### src/rtl/l2_cache_ctrl.sv
// l2_cache_ctrl: blocking, line-granular controller for a set-associative L2
// array. Serves one read/write at a time. Misses pick a round-robin victim,
// write it back if it is dirty, fill from memory (reads only), update the array
// and then return a single-cycle response.
module l2_cache_ctrl #(
    parameter int unsigned  DATA_WIDTH  = 256,
    parameter int unsigned  ADDR_WIDTH  = 32,
    parameter int unsigned  INDEX_WIDTH = 9,
    parameter int unsigned  LINE_BITS   = 5,
    parameter int unsigned  ASSOC_BITS  = 2,
    localparam int unsigned WAYS        = 2 ** ASSOC_BITS,
    localparam int unsigned TAG_BITS    = ADDR_WIDTH - INDEX_WIDTH - LINE_BITS
) (
    input  logic                  clk,
    input  logic                  reset,
    // request side
    input  logic                  req_valid,
    output logic                  req_ready,
    input  logic                  req_we,
    input  logic [ADDR_WIDTH-1:0] req_addr,
    input  logic [DATA_WIDTH-1:0] req_wdata,
    output logic                  resp_valid,
    output logic [DATA_WIDTH-1:0] resp_data,
    // array port A
    output logic [ADDR_WIDTH-1:0] arr_addr,
    output logic [DATA_WIDTH-1:0] arr_data,
    output logic [WAYS-1:0]       arr_we,
    output logic [WAYS-1:0]       arr_dirty,
    output logic [WAYS-1:0]       arr_valid,
    output logic [WAYS-1:0]       arr_sel,
    output logic                  arr_lookup,
    input  logic [WAYS-1:0]       arr_hit,
    input  logic [WAYS-1:0]       arr_dirty_q,
    input  logic [TAG_BITS-1:0]   arr_tag_q,
    input  logic [DATA_WIDTH-1:0] arr_q,
    // memory side
    output logic                  mem_req_valid,
    input  logic                  mem_req_ready,
    output logic                  mem_req_we,
    output logic [ADDR_WIDTH-1:0] mem_req_addr,
    output logic [DATA_WIDTH-1:0] mem_req_wdata,
    input  logic                  mem_resp_valid,
    input  logic [DATA_WIDTH-1:0] mem_resp_data
);

    typedef enum logic [2:0] {
        IDLE,
        LOOKUP,
        COMPARE,
        WRITEBACK,
        FILL_REQ,
        FILL_WAIT,
        UPDATE,
        RESP
    } state_t;

    state_t                  state_q,  state_d;
    logic [ADDR_WIDTH-1:0]   addr_q,   addr_d;    // line-aligned request address
    logic                    we_q,     we_d;
    logic [DATA_WIDTH-1:0]   wdata_q,  wdata_d;
    logic [DATA_WIDTH-1:0]   line_q,   line_d;    // hit data, victim line, then fill data
    logic [TAG_BITS-1:0]     vtag_q,   vtag_d;    // victim tag for the writeback address
    logic [ASSOC_BITS-1:0]   way_q,    way_d;     // way targeted by UPDATE
    logic                    miss_q,   miss_d;
    logic [ASSOC_BITS-1:0]   rr_ptr_q, rr_ptr_d;

    logic [INDEX_WIDTH-1:0]  req_index;
    logic [ASSOC_BITS-1:0]   hit_way;
    logic [WAYS-1:0]         hit_sel;
    logic [WAYS-1:0]         victim_sel;
    logic [WAYS-1:0]         target_sel;

    // Lowest set bit wins when the array reports more than one hitting way.
    function automatic logic [ASSOC_BITS-1:0] lowest_way(input logic [WAYS-1:0] hits);
        logic [ASSOC_BITS-1:0] w;
        w = '0;
        for (int unsigned i = WAYS; i > 0; i--) begin
            if (hits[ASSOC_BITS'(i - 1)]) begin
                w = ASSOC_BITS'(i - 1);
            end
        end
        return w;
    endfunction

    assign req_index  = addr_q[LINE_BITS +: INDEX_WIDTH];
    assign hit_way    = lowest_way(arr_hit);
    assign hit_sel    = WAYS'(1) << hit_way;
    assign victim_sel = WAYS'(1) << rr_ptr_q;
    assign target_sel = WAYS'(1) << way_q;

    // Next-state and output decode; all outputs are decoded from registered state
    // so memory request fields stay stable while the request is stalled.
    always_comb begin
        state_d       = state_q;
        addr_d        = addr_q;
        we_d          = we_q;
        wdata_d       = wdata_q;
        line_d        = line_q;
        vtag_d        = vtag_q;
        way_d         = way_q;
        miss_d        = miss_q;
        rr_ptr_d      = rr_ptr_q;

        req_ready     = 1'b0;
        resp_valid    = 1'b0;
        resp_data     = '0;
        arr_addr      = addr_q;
        arr_data      = '0;
        arr_we        = '0;
        arr_dirty     = '0;
        arr_valid     = '0;
        arr_sel       = '0;
        arr_lookup    = 1'b0;
        mem_req_valid = 1'b0;
        mem_req_we    = 1'b0;
        mem_req_addr  = '0;
        mem_req_wdata = '0;

        case (state_q)
            IDLE: begin
                req_ready = 1'b1;
                if (req_valid) begin
                    addr_d  = {req_addr[ADDR_WIDTH-1:LINE_BITS], {LINE_BITS{1'b0}}};
                    we_d    = req_we;
                    wdata_d = req_wdata;
                    state_d = LOOKUP;
                end
            end

            LOOKUP: begin
                state_d = COMPARE;
            end

            COMPARE: begin
                arr_lookup = 1'b1;
                if (|arr_hit) begin
                    arr_sel = hit_sel;
                    way_d   = hit_way;
                    miss_d  = 1'b0;
                    if (we_q) begin
                        state_d = UPDATE;
                    end else begin
                        line_d  = arr_q;
                        state_d = RESP;
                    end
                end else begin
                    arr_sel = victim_sel;
                    way_d   = rr_ptr_q;
                    miss_d  = 1'b1;
                    line_d  = arr_q;
                    vtag_d  = arr_tag_q;
                    if (arr_dirty_q[rr_ptr_q]) begin
                        state_d = WRITEBACK;
                    end else if (!we_q) begin
                        state_d = FILL_REQ;
                    end else begin
                        state_d = UPDATE;
                    end
                end
            end

            WRITEBACK: begin
                mem_req_valid = 1'b1;
                mem_req_we    = 1'b1;
                mem_req_addr  = {vtag_q, req_index, {LINE_BITS{1'b0}}};
                mem_req_wdata = line_q;
                if (mem_req_ready) begin
                    state_d = we_q ? UPDATE : FILL_REQ;
                end
            end

            FILL_REQ: begin
                mem_req_valid = 1'b1;
                mem_req_addr  = addr_q;
                if (mem_req_ready) begin
                    state_d = FILL_WAIT;
                end
            end

            FILL_WAIT: begin
                if (mem_resp_valid) begin
                    line_d  = mem_resp_data;
                    state_d = UPDATE;
                end
            end

            UPDATE: begin
                arr_we    = target_sel;
                arr_valid = target_sel;
                arr_dirty = we_q ? target_sel : '0;
                arr_data  = we_q ? wdata_q : line_q;
                if (miss_q) begin
                    rr_ptr_d = rr_ptr_q + 1'b1;
                end
                state_d = RESP;
            end

            RESP: begin
                resp_valid = 1'b1;
                resp_data  = we_q ? '0 : line_q;
                state_d    = IDLE;
            end

            default: begin
                state_d = IDLE;
            end
        endcase
    end

    // State and datapath registers; reset drops any in-flight operation.
    always_ff @(posedge clk or negedge reset) begin
        if (!reset) begin
            state_q  <= IDLE;
            addr_q   <= '0;
            we_q     <= 1'b0;
            wdata_q  <= '0;
            line_q   <= '0;
            vtag_q   <= '0;
            way_q    <= '0;
            miss_q   <= 1'b0;
            rr_ptr_q <= '0;
        end else begin
            state_q  <= state_d;
            addr_q   <= addr_d;
            we_q     <= we_d;
            wdata_q  <= wdata_d;
            line_q   <= line_d;
            vtag_q   <= vtag_d;
            way_q    <= way_d;
            miss_q   <= miss_d;
            rr_ptr_q <= rr_ptr_d;
        end
    end

endmodule
### config.mk
export PLATFORM = sky130hd
export DESIGN_NAME = l2_cache_ctrl
export DESIGN_NICKNAME = d
export VERILOG_FILES = /design/src/rtl/l2_cache_ctrl.sv
export SDC_FILE = /design/constraint.sdc
export NUM_CORES = 1
export LEC_CHECK = 0
export BUFFER_PORTS_ARGS = -buffer_cell sky130_fd_sc_hd__buf_2
export CAP_MARGIN = 20
export CORE_AREA = 5 5 644 646
export CTS_CLUSTER_DIAMETER = 60
export DETAILED_ROUTE_END_ITERATION = 10
export DIE_AREA = 0 0 649 651
export SLEW_MARGIN = 0
export SYNTH_ARGS = -nofsm -noshare
export SYNTH_HDL_FRONTEND = slang
export SYNTH_SLANG_ARGS = --single-unit
### constraint.sdc
create_clock -name clk -period 5.35 [get_ports clk]
set_clock_uncertainty 0.2 [all_clocks]
set_input_delay 0.2675 -clock clk [delete_from_list [all_inputs] [get_ports clk]]
set_output_delay 0.2675 -clock clk [all_outputs]
set_load 0.005 [all_outputs]
Word-level counts from Yosys, hierarchy flattened:

Cells that the tools add are included.

* $add $sub $neg: 1
* $lt $le $gt $ge: 1
* eq/ne operators: 12
* shift-type cells: 3
* mux-type cells: 37
* bitwise operators: 1
* reduce and logical (&&, ||, !) cells: 9

Operators by type and width (count)
* 2-to-1 mux 256 bit: 8
* one-hot mux 256 bit (2 select lines): 1
* one-hot mux 32 bit (2 select lines): 1
* one-hot mux 3 bit (8 select lines): 1
* 2-to-1 mux 4 bit: 5
* 2-to-1 mux 3 bit: 6
* == test 3 bit (second input constant): 4
* 2-to-1 mux 2 bit: 6
* << shifter 1 x 2 -> 4 bit (first input constant): 3
* 2-to-1 mux 1 bit: 8
* != test 2 bit (second input constant): 4
* == test 3 x 2 -> 1 bit (second input constant): 2
* AND reduction 2 bit: 3
* AND reduction 4 bit: 1
* OR reduction 4 bit: 1
* == test 3 x 1 -> 1 bit (second input constant): 1
* zero test 3 bit: 1
* < comparator 2 x 3 -> 1 bit (second input constant): 1
* != test 3 bit (second input constant): 1
* AND reduction 3 bit: 1
* adder 2 x 1 -> 2 bit (second input constant): 1
* binary-select mux 1 bit (select 2 bit): 1
* nonzero test 2 bit: 1
* OR reduction 2 bit: 1
* inverter 1 bit: 1

* register bits after elaboration: 566
* output and inout bits: 853

Depth between registers and ports, before layout:

* word-level depth: 7
* gate-level depth with buffers: 11

Worst setup path after synthesis:

No wires, ideal clock.

* kind: reg-to-reg
* start point: reg state_q[0]
* end point: reg wdata_q[141]
* arrival time: 1.747 ns
* data required time: 5.025 ns
* setup slack: 3.279 ns
* stages on the path, launching flop included: 8
* clock period less this slack: 2.071 ns
* path through: dfrtp_1 > buf_4 > nor3_1 > and2_1 > buf_2 > buf_2 > buf_2 > mux2_2

* cells in the longest elaborated chain, start to end: 2

RTL lines
* from (decl): RTL line 57 `state_t state_q, state_d;`
* from (signal assigned): RTL line 223 `state_q <= state_d;`
* zero test 3 bit: RTL line 119 `case (state_q)`
* AND reduction 2 bit (no source line)
* to (signal assigned): RTL line 226 `wdata_q <= wdata_d;`
* to (decl): RTL line 60 `logic [DATA_WIDTH-1:0] wdata_q, wdata_d;`

Every way passes these cells.
A chain may end at the register's enable or synchronous reset.

Final worst setup path:

* start point: reg state_q[1]
* end point: reg line_q[92]

* cells in the longest elaborated chain, start to end: 3
* elaborated cells on any way between the ends: 7

RTL lines
* == test 3 x 2 -> 1 bit / == test 3 bit (equally long branches): RTL line 119
* != test 3 bit (no source line) (tied with other cells)
* AND reduction 3 bit (no source line)
* to (signal assigned): RTL line 227 `line_q <= line_d;`
* to (decl): RTL line 61 `logic [DATA_WIDTH-1:0] line_q, line_d;`

Parallel ways exist; a longest one is shown, timed or not.

==> results.ini <==
[sta]
min_period_over_period_pct=77.9
slew_headroom_pct=32.4
setup_viol=0
fin_tns_setup_ps=0
rsz0062_at_grt=false
min_period_ps=4170
holdWs_ps=94.1
tightest_slew_ps=1010
fmax_ghz=0.240
finalHoldViolations=0
fin_ws_ps=1180
slew_viol_final=0

[synthesis]
synth_flop_cell=dfrtp_1
netlist.area_leader.share_pct=45.6
synth_xor_area_share_pct=0.0564
synth_commonest_cells=566 x dfrtp_1, 514 x and2_1, 512 x mux2i_1
yosysSeqAreaShare_pct=45.6
muxShareOfSynthArea_pct=27.6
synth_enable_flop_cells=0
synthAdderAreaFrac_pct=0
syn_area_mm2=0.0310
synth_compound_area_share_pct=5.05
ys_warn_count=0
yosysMostFrequentCell=dfrtp_1
avgSynthCellArea_um2=10.3
synth_top_family_by_area=multiplexers
synthCells=3015
synth_top_cell_by_area=dfrtp_1
synthSimpleGateAreaFrac_pct=17.5
async_reset_ff_share_pct=100
synth_area_leaders=dfrtp_1 46%, mux2i_1 17%, mux2_2 11%
yosys_register_bits=566
synth_cell_types=40

[clocking]
h-tree-depth=3
clock_sinks=566
cts.reportedPaths.clkPinSlew_ps=60
clock_path_buffers=4
cts_setup_buffers=0
numCtsBuffers=105
cts_tree=built
clock-root-buffer=clkbuf_16
insertion_delay_ps=840

[routing]
met3_length_um=41700
wire_per_inst_um=31.5
wl_met1_um=125000
dr.pass1.iters=5
top_layer=met5
dr.first_iter.drc_count=3097
routed_wl_um=364000
routed-wl-met2_um=172000
avgViaCountPerCell=3.31
vias=38200
drtAntennaViolNets=0
drc=0

[global_route]
grt_pass1_vias=38100
grt_max_degree=156
grtUsageTotal_pct=16.5
grt_antenna_before_repair=312
grt_pass1_wl_um=451000
globalRouteOverflowTotal=0

[critical_path]
critPathCaptureType=flip-flop
critical_path.endpoint=line_q[92]
crit_start=state_q[1]
r2r-start=state_q[1]
r2r-end=line_q[92]
worst_ep_required_time_ps=5890
worstSetupStartpointType=flip-flop
path_max_fanout=81
critPathKind=reg2reg
reg2regPathDepth=6
arrival_ps=4700
worst-r2r-setup-slack_ps=1180

[power_and_ir_drop]
peakVddDrop_uv=370
p_leak_nw=28.7
p_per_area_mw_per_mm2=470

[finish]
nets=6651
fin_util_pct=15.2
seqCellArea_mm2=0.0142
multi_input_comb_area_mm2=0.0156
drive_above_1_share_pct=37.7
area_growth_pct=99.6
num-fill-cells=46000
stdcell_count=11500

[floorplanning]
initial_utilization_pct=7.60
die_w_um=649
io-pin-count=1685
fp-row-count=235
fp.dieH_um=651
die_area_mm2=0.422
coreArea_mm2=0.408

[hold_path]
hp-class=in2async

[placement]
dp_hpwl_um=308000
pre_cts_ws_ps=2070
dp.cells=9944
gp_routability_congestion=0.986
portBuffers=1669

[run_status]
status=completed

[run]
maxCapViolations=0

==> routing by layer <==
metal	vias up	track usage [%]
met3	871	7.92
met4	156	9.40
met2	2323	27.6
met1	18800	16.8
met5	-	0
li1	16000	-
==> worst min-delay path by stage <==
stage	startpoint	end	cells past startpoint
after floorplan	reset	arr_addr[10]	0
after global placement	reset	wdata_q[52]	1
after detailed placement	reset	wdata_q[52]	1
after CTS	arr_q[34]	line_q[34]	4
after global routing	req_addr[31]	arr_addr[31]	3
final	reset	wdata_q[52]	3
==> critical path, stage by stage (launching register included) <==
cell,delay (ps)
dfrtp_1,560
and3b_4,920
buf_12,510
mux2i_1,320
dlygate4sd3_1,600
o21ai_1,70
dlygate4sd3_1,600
==> area by class of cell <==
| class | instances | share of cell area, % |
|---|---|---|
| inverter | 5 | 0.0303 |
| tap | 5451 | 11.0 |
| antenna | 195 | 0.788 |
| multi-input combinational | 2200 | 25.3 |
| sequential | 566 | 22.9 |
| clock buffer | 122 | 4.54 |
| clock inverter | 68 | 1.19 |
| timing repair buffer | 2941 | 34.3 |
==> flip-flops by register name, summed over array words and instances (netlist names) <==
signal / count
line_q: 256
wdata_q: 256
arr_addr: 27
vtag_q: 18
state_q: 3
rr_ptr_q: 2
way_q: 2
miss_q: 1
we_q: 1
==> per-stage QoR <==
step,cell area [um^2],total power [mW]
2_1_floorplan,31100,13.8
3_3_place_gp,45700,19.6
3_5_place_dp,45700,19.7
4_1_cts,61500,29.4
5_1_grt,61700,30.7
6_report,62000,29.1
==> cell families after synthesis <==
| family | Yosys count |
|---|---|
| AO/OA/AOI/OAI | 290 |
| flip-flops | 566 |
| multiplexers | 816 |
| buffers and inverters | 258 |
| XOR/XNOR | 2 |
| AND/OR/NAND/NOR | 1082 |
| other | 1 |
==> power breakdown <==
| group | switching (mW) | leakage (nW) | internal [mW] | total (mW) |
|---|---|---|---|---|
| clock | 2.88 | 1.74 | 4.17 | 7.05 |
| sequential | 2.95 | 6.93 | 6.38 | 9.32 |
| combinational | 6.48 | 20.0 | 6.29 | 12.8 |
==> layout by cell type, fill, tap and decap left out, drive strengths merged <==
| master | instances |
|---|---|
| a211oi | 1 |
| a21oi | 2 |
| a22o | 19 |
| a22oi | 1 |
| a31oi | 1 |
| and2 | 514 |
| and3 | 2 |
| and3b | 1 |
| buf | 1723 |
| bufinv | 7 |
| clkbuf | 122 |
| clkinv | 22 |
| clkinvlp | 8 |
| conb | 10 |
| dfrtp | 566 |
| diode | 195 |
| dlygate4sd3 | 1218 |
| inv | 36 |
| mux2 | 303 |
| mux2i | 512 |
| mux4 | 1 |
| nand2 | 269 |
| nand3 | 2 |
| nor2 | 266 |
| nor2b | 13 |
| nor3 | 7 |
| nor3b | 2 |
| nor4 | 1 |
| nor4b | 2 |
| o211ai | 1 |
| o21ai | 259 |
| o21bai | 1 |
| o22ai | 2 |
| o311ai | 1 |
| o31ai | 1 |
| o41ai | 1 |
| or3 | 1 |
| or4 | 2 |
| xnor2 | 2 |
==> what timing repair did <==
item                      in CTS  in global routing
gates resized for setup        0                  0
hold buffers                1219                  0
hold endpoints to repair     947                  0
(Power assumes the default switching activity.)
